===== src/rtl/clb_cfg_pkg.sv =====
// Shared constants, state encoding and CFG field map for the CLB config loader.
// Build option: CLB_CFG_CRC_EN selects an 8-bit CRC check field instead of one parity bit.
package clb_cfg_pkg;

  localparam int unsigned CFG_W  = 37;
  localparam int unsigned ADDR_W = 8;
  localparam logic [7:0]  SYNC   = 8'hB5;

  localparam logic [7:0]  CRC_POLY = 8'h07;
  localparam logic [7:0]  CRC_INIT = 8'h00;

`ifdef CLB_CFG_CRC_EN
  localparam int unsigned CHK_W = 8;
`else
  localparam int unsigned CHK_W = 1;
`endif

  typedef enum logic [2:0] {
    ST_HUNT,
    ST_ADDR,
    ST_DATA,
    ST_CHK,
    ST_COMMIT,
    ST_ERR
  } state_t;

  localparam int unsigned OFS_MUX2SEL    = 35;
  localparam int unsigned OFS_MUX3SEL    = 33;
  localparam int unsigned OFS_MUX4SEL    = 31;
  localparam int unsigned OFS_MUX5SEL    = 29;
  localparam int unsigned OFS_MUX6SEL    = 27;
  localparam int unsigned OFS_LUT        = 11;
  localparam int unsigned OFS_COMBOPTION = 9;
  localparam int unsigned OFS_O2M        = 3;
  localparam int unsigned OFS_DQMUX      = 1;
  localparam int unsigned OFS_FLOPLATCH  = 0;

  typedef struct packed {
    logic [1:0]  mux2sel;
    logic [1:0]  mux3sel;
    logic [1:0]  mux4sel;
    logic [1:0]  mux5sel;
    logic [1:0]  mux6sel;
    logic [15:0] lut_mem;
    logic [1:0]  comboption;
    logic        o2m1_0;
    logic        o2m2_0;
    logic        o2m3_0;
    logic        o2m1_1;
    logic        o2m2_1;
    logic        o2m3_1;
    logic        dqmux1;
    logic        dqmux2;
    logic        floporlatch;
  } cfg_word_t;

endpackage


===== src/rtl/clb_cfg_chk.sv =====
// Serial check accumulator over the ADDR+DATA bits of a frame.
// CLB_CFG_CRC_EN: CRC-8 (poly 0x07, MSB first); otherwise running even parity.
module clb_cfg_chk
  import clb_cfg_pkg::*;
(
  input  logic             i_clk,
  input  logic             i_rst_n,
  input  logic             i_clear,
  input  logic             i_bit_in,
  input  logic             i_bit_en,
  output logic [CHK_W-1:0] o_result
);

  logic [CHK_W-1:0] r_acc;
  logic [CHK_W-1:0] w_acc_nxt;

`ifdef CLB_CFG_CRC_EN
  localparam logic [CHK_W-1:0] CHK_INIT = CRC_INIT;

  always_comb begin
    w_acc_nxt = {r_acc[CHK_W-2:0], 1'b0};
    if (r_acc[CHK_W-1] ^ i_bit_in) begin
      w_acc_nxt = w_acc_nxt ^ CRC_POLY;
    end
  end
`else
  localparam logic [CHK_W-1:0] CHK_INIT = '0;

  always_comb begin
    w_acc_nxt = r_acc ^ i_bit_in;
  end
`endif

  always_ff @(posedge i_clk or negedge i_rst_n) begin
    if (!i_rst_n) begin
      r_acc <= CHK_INIT;
    end else if (i_clear) begin
      r_acc <= CHK_INIT;
    end else if (i_bit_en) begin
      r_acc <= w_acc_nxt;
    end
  end

  assign o_result = r_acc;

endmodule


===== src/rtl/clb_cfg_loader.sv =====
// Serial config bitstream deserialiser: SYNC, address, 37-bit CLB word, check field; commits good frames.
// Build option: CLB_CFG_CRC_EN (CRC-8 check field; default is one even-parity bit).
module clb_cfg_loader
  import clb_cfg_pkg::*;
#(
  parameter int unsigned NFRAMES  = 16,
  parameter logic [7:0]  SYNC_PAT = SYNC
) (
  input  logic              K,
  input  logic              RST_N,
  input  logic              DIN,
  input  logic              DVALID,
  output logic              DRDY,
  output logic [CFG_W-1:0]  CFG,
  output logic [ADDR_W-1:0] CFG_ADDR,
  output logic              CFG_WE,
  output logic              BUSY,
  output logic              DONE,
  output logic              ERR
);

  localparam int unsigned BCNT_W = $clog2(CFG_W);
  localparam int unsigned FC_W   = $clog2(NFRAMES + 1);

  state_t              r_state;
  logic [7:0]          r_shreg;
  logic [ADDR_W-1:0]   r_addr_sh;
  logic [CFG_W-1:0]    r_data_sh;
  logic [CHK_W-1:0]    r_chk_sh;
  logic [BCNT_W-1:0]   r_bitcnt;
  logic [FC_W-1:0]     r_frames;
  cfg_word_t           r_cfg;
  logic [ADDR_W-1:0]   r_cfg_addr;
  logic                r_we;
  logic                r_done;
  logic                r_err;

  logic                w_drdy;
  logic                w_accept;
  logic [7:0]          w_shreg_nxt;
  logic [CHK_W-1:0]    w_chk_nxt;
  logic [CHK_W-1:0]    w_chk_res;
  logic                w_chk_clear;
  logic                w_chk_en;

  assign w_drdy      = (r_state != ST_COMMIT) && (r_state != ST_ERR);
  assign w_accept    = DVALID && w_drdy;
  assign w_shreg_nxt = {r_shreg[6:0], DIN};
  // Truncating cast keeps the low CHK_W bits, so this works for both 1- and 8-bit check fields.
  assign w_chk_nxt   = CHK_W'({r_chk_sh, DIN});
  assign w_chk_clear = (r_state == ST_HUNT);
  assign w_chk_en    = w_accept && ((r_state == ST_ADDR) || (r_state == ST_DATA));

  clb_cfg_chk u_chk (
    .i_clk    (K),
    .i_rst_n  (RST_N),
    .i_clear  (w_chk_clear),
    .i_bit_in (DIN),
    .i_bit_en (w_chk_en),
    .o_result (w_chk_res)
  );

  always_ff @(posedge K or negedge RST_N) begin
    if (!RST_N) begin
      r_state    <= ST_HUNT;
      r_shreg    <= '0;
      r_addr_sh  <= '0;
      r_data_sh  <= '0;
      r_chk_sh   <= '0;
      r_bitcnt   <= '0;
      r_frames   <= '0;
      r_cfg      <= '0;
      r_cfg_addr <= '0;
      r_we       <= 1'b0;
      r_done     <= 1'b0;
      r_err      <= 1'b0;
    end else begin
      r_we <= 1'b0;
      case (r_state)
        ST_HUNT: begin
          if (w_accept) begin
            // Clearing on lock means the next hunt needs all 8 fresh bits to match.
            if (w_shreg_nxt == SYNC_PAT) begin
              r_shreg  <= '0;
              r_bitcnt <= '0;
              r_state  <= ST_ADDR;
            end else begin
              r_shreg <= w_shreg_nxt;
            end
          end
        end
        ST_ADDR: begin
          if (w_accept) begin
            r_addr_sh <= {r_addr_sh[ADDR_W-2:0], DIN};
            if (r_bitcnt == BCNT_W'(ADDR_W - 1)) begin
              r_bitcnt <= '0;
              r_state  <= ST_DATA;
            end else begin
              r_bitcnt <= r_bitcnt + 1'b1;
            end
          end
        end
        ST_DATA: begin
          if (w_accept) begin
            r_data_sh <= {r_data_sh[CFG_W-2:0], DIN};
            if (r_bitcnt == BCNT_W'(CFG_W - 1)) begin
              r_bitcnt <= '0;
              r_state  <= ST_CHK;
            end else begin
              r_bitcnt <= r_bitcnt + 1'b1;
            end
          end
        end
        ST_CHK: begin
          if (w_accept) begin
            r_chk_sh <= w_chk_nxt;
            if (r_bitcnt == BCNT_W'(CHK_W - 1)) begin
              r_bitcnt <= '0;
              if (w_chk_nxt == w_chk_res) begin
                r_state    <= ST_COMMIT;
                r_cfg      <= cfg_word_t'(r_data_sh);
                r_cfg_addr <= r_addr_sh;
                r_we       <= 1'b1;
                if (r_frames != FC_W'(NFRAMES)) begin
                  r_frames <= r_frames + 1'b1;
                end
                if (r_frames == FC_W'(NFRAMES - 1)) begin
                  r_done <= 1'b1;
                end
              end else begin
                r_state <= ST_ERR;
                r_err   <= 1'b1;
              end
            end else begin
              r_bitcnt <= r_bitcnt + 1'b1;
            end
          end
        end
        ST_COMMIT: begin
          r_state <= ST_HUNT;
        end
        ST_ERR: begin
          r_state <= ST_ERR;
        end
        default: begin
          r_state <= ST_HUNT;
        end
      endcase
    end
  end

  assign DRDY     = w_drdy;
  assign BUSY     = (r_state != ST_HUNT);
  assign CFG      = r_cfg;
  assign CFG_ADDR = r_cfg_addr;
  assign CFG_WE   = r_we;
  assign DONE     = r_done;
  assign ERR      = r_err;

endmodule


===== config.mk =====
export PLATFORM = sky130hd
export DESIGN_NAME = clb_cfg_loader
export DESIGN_NICKNAME = d
export VERILOG_FILES = /design/src/rtl/clb_cfg_pkg.sv /design/src/rtl/clb_cfg_chk.sv /design/src/rtl/clb_cfg_loader.sv
export SDC_FILE = /design/constraint.sdc
export NUM_CORES = 1
export LEC_CHECK = 0
export ABC_AREA = 1
export BUFFER_PORTS_ARGS = -buffer_cell sky130_fd_sc_hd__buf_2
export CAP_MARGIN = 10
export CELL_PAD_IN_SITES_DETAIL_PLACEMENT = 1
export CELL_PAD_IN_SITES_GLOBAL_PLACEMENT = 1
export CORE_AREA = 4 4 162 86
export CTS_BUF_LIST = sky130_fd_sc_hd__clkbuf_8
export CTS_CLUSTER_DIAMETER = 150
export DETAILED_ROUTE_END_ITERATION = 16
export DIE_AREA = 0 0 166 90
export GPL_ROUTABILITY_DRIVEN = 1
export PLACE_DENSITY_LB_ADDON = 0.1
export SKIP_CTS_REPAIR_TIMING = 1
export SLEW_MARGIN = 10
export SYNTH_ARGS = -nofsm -noshare
export SYNTH_HDL_FRONTEND = slang
export SYNTH_SLANG_ARGS = --single-unit

===== constraint.sdc =====
create_clock -name K -period 1.85 [get_ports K]
set_clock_uncertainty 0.1 [all_clocks]
set_input_delay 0.0925 -clock K [delete_from_list [all_inputs] [get_ports K]]
set_output_delay 0.0925 -clock K [all_outputs]
set_load 0.01 [all_outputs]

==> flow_summary.json <==
{
  "status": "complete, no violations",
  "hold_slack_ps": 102,
  "cts_buffers": 17,
  "syn_nets": 535,
  "avgViaCountPerCell": 4.68,
  "synth_cell_types": 27,
  "final_cell_mix": "nand2_1 (145), dfrtp_1 (115), inv_1 (65)",
  "start_util": 0.384,
  "grt_antenna_before_repair": 0,
  "io_buffer_count": 53,
  "yosysWarnings": 0,
  "endpoint": "CFG_ADDR[6]",
  "final-hold-violation-count": 0,
  "dp.cells": 739,
  "finalCritPeriodShare": 0.944,
  "die_h_um": 90,
  "drtAntennaViolNets": 0,
  "power_uw": 7370,
  "hold_class": "in2async",
  "p_leak_uw": 0.00281,
  "die_w_um": 166,
  "hpwl_um": 7160,
  "rr_startpoint": "r_bitcnt[0]",
  "drt_first_pass_iters": 4,
  "cts_tree": "done",
  "synth_area_leader_cell": "dfrtp_1",
  "maxCapViolCount": 0,
  "peakVddDrop_mv": 0.525,
  "cts.sinks": 115,
  "ios": 54,
  "cts_buffer_depth": 2,
  "criticalPathCategory": "reg2reg",
  "die-area_um2": 14900,
  "crit_start": "r_bitcnt[0]",
  "cts.htree.levels": 4,
  "grt_pass1_wl_um": 17900,
  "timing.fmax_mhz": 572,
  "grt_max_degree": 64,
  "wl_per_cell_um": 13.8,
  "clockRootBuffer": "clkbuf_8",
  "post_dp_cell_area_um2": 5300,
  "core-area_um2": 12400,
  "synthCells": 526,
  "fin_crit_ps": 1750,
  "gp_congestion": 0.761,
  "slew_headroom": 0.647,
  "synth_top_area_frac": 0.602,
  "tightest_slew_ps": 528,
  "synthTopCellsByArea": "dfrtp_1 (60%), nand2_1 (11%), o21ai_1 (5.9%)",
  "drc": 0,
  "grt_usage": 0.146,
  "fillers": 1471,
  "fin_util": 0.467,
  "cp.required_ps": 2040,
  "rows": 29,
  "setup_violations": 0,
  "insertion_delay_ps": 420,
  "vias": 3639,
  "grt_remaining_overflow": 0,
  "rsz0062_at_grt": "no",
  "first_global_vias": 3699,
  "avgSynthCellArea_um2": 9.09,
  "worstSetupStartpointType": "flop",
  "synth_ff_type": "dfrtp_1",
  "slew_viol_final": 0,
  "r2r_end": "CFG_ADDR[6]",
  "reg2reg_depth": 8,
  "syn_to_final_growth_pct": 21.4,
  "fin_cells": 778,
  "arrival_ps": 1940,
  "worstSetupEndpointType": "flop",
  "synth_async_sr_flop_share": 1.00,
  "nets": 605,
  "yosysSeqAreaShare": 0.602,
  "dr.first_iter.drc_count": 179,
  "layout_commonest_cell": "nand2_1",
  "reg2reg_slack_ps": 100,
  "antenna_cells": 0,
  "path_max_fanout": 24,
  "finalInstanceArea_um2": 5810,
  "synth_edf_count": 0,
  "ys_ff_latch": 115,
  "clk_pin_slew_ps": 70,
  "routed_wl_um": 10800,
  "drive_above_1_share": 0.202,
  "power_density_nw_per_um2": 1270,
  "syn-cell-area_um2": 4780
}
-- report_power, final --
group          internal, µW  total, µW  switching (µW)
sequential             2930       3240             307
clock                  1070       2200            1130
combinational           706       1930            1230
total                  4710       7370            2660
-- logic make-up after synthesis --
kind of cell,after synthesis,synth area share
AOI/OAI and AO/OA,110,0.117
xor gates and xnor gates,4,0.00890
adders and majority gates,5,0.0131
buffers and inverters,92,0.0803
DFF,115,0.602
and+or+nand+nor,200,0.179
-- worst min-delay path by stage --
| stage | from | to | slack [ps] | depth (start not counted) |
|---|---|---|---|---|
| 3_5_place_dp | RST_N | r_shreg[2] | -130 | 1 |
| 3_3_place_gp | RST_N | r_shreg[5] | -130 | 1 |
| 5_1_grt | RST_N | r_shreg[6] | 120 | 3 |
| 2_1_floorplan | RST_N | CFG[0] | -300 | 0 |
| 6_report | RST_N | r_shreg[6] | 100 | 3 |
| 4_1_cts | RST_N | r_state[1] | -610 | 1 |
-- synthesized netlist by cell type (3+ instances only) --
cell,number
buf_2,15
dfrtp_1,115
ha_1,5
inv_1,66
inv_2,6
nand2_1,146
nand2_4,3
nand3_1,22
nand4_1,4
nor2_1,17
nor2_4,4
o21ai_0,48
o21ai_1,56
-- routing by layer --
| metal | GRT usage | vias to the layer above | share of wire |
|---|---|---|---|
| met4 | 0.0494 | 0 | 0.0088 |
| met1 | 0.192 | 1779 | 0.49 |
| met2 | 0.232 | 44 | 0.47 |
| li1 | - | 1805 | - |
| met5 | 0 | - | 0 |
| met3 | 0.0451 | 11 | 0.033 |
-- registers in the layout (all words and copies together) (netlist names) --
| signal | count |
|---|---|
| CFG | 37 |
| CFG_ADDR | 8 |
| CFG_WE | 1 |
| DONE | 1 |
| ERR | 1 |
| r_addr_sh | 8 |
| r_bitcnt | 6 |
| r_data_sh | 37 |
| r_frames | 5 |
| r_shreg | 7 |
| r_state | 3 |
| u_chk.o_result | 1 |
-- critical path: stages, from the launching register on --
cell and delay, ps:
dfrtp_1 440, inv_2 90, ha_1 180, nand3_2 140, nor2_4 220, nand2_8 120, buf_12 200, nand2_1 60
o21ai_1 70
-- final cells by class --
cell class                      count  area, µm²  area share
Clock buffer                       17        234      0.0403
Tap cell                          170        213      0.0366
Timing Repair Buffer               70        515      0.0888
Clock inverter                     14        133      0.0228
Inverter                           73        275      0.0474
Sequential cell                   115       2880       0.495
Multi-Input combinational cell    319       1560       0.269
-- metrics by stage --
stage | worst slack, ps | TNS [ps]
after global routing | 4.45 | 0
after CTS | -28.3 | -28.3
after global placement | 151 | 0
after floorplan | 339 | 0
final | 103 | 0
after detailed placement | 65.7 | 0
Note: power is estimated with default switching activity, not from simulation.
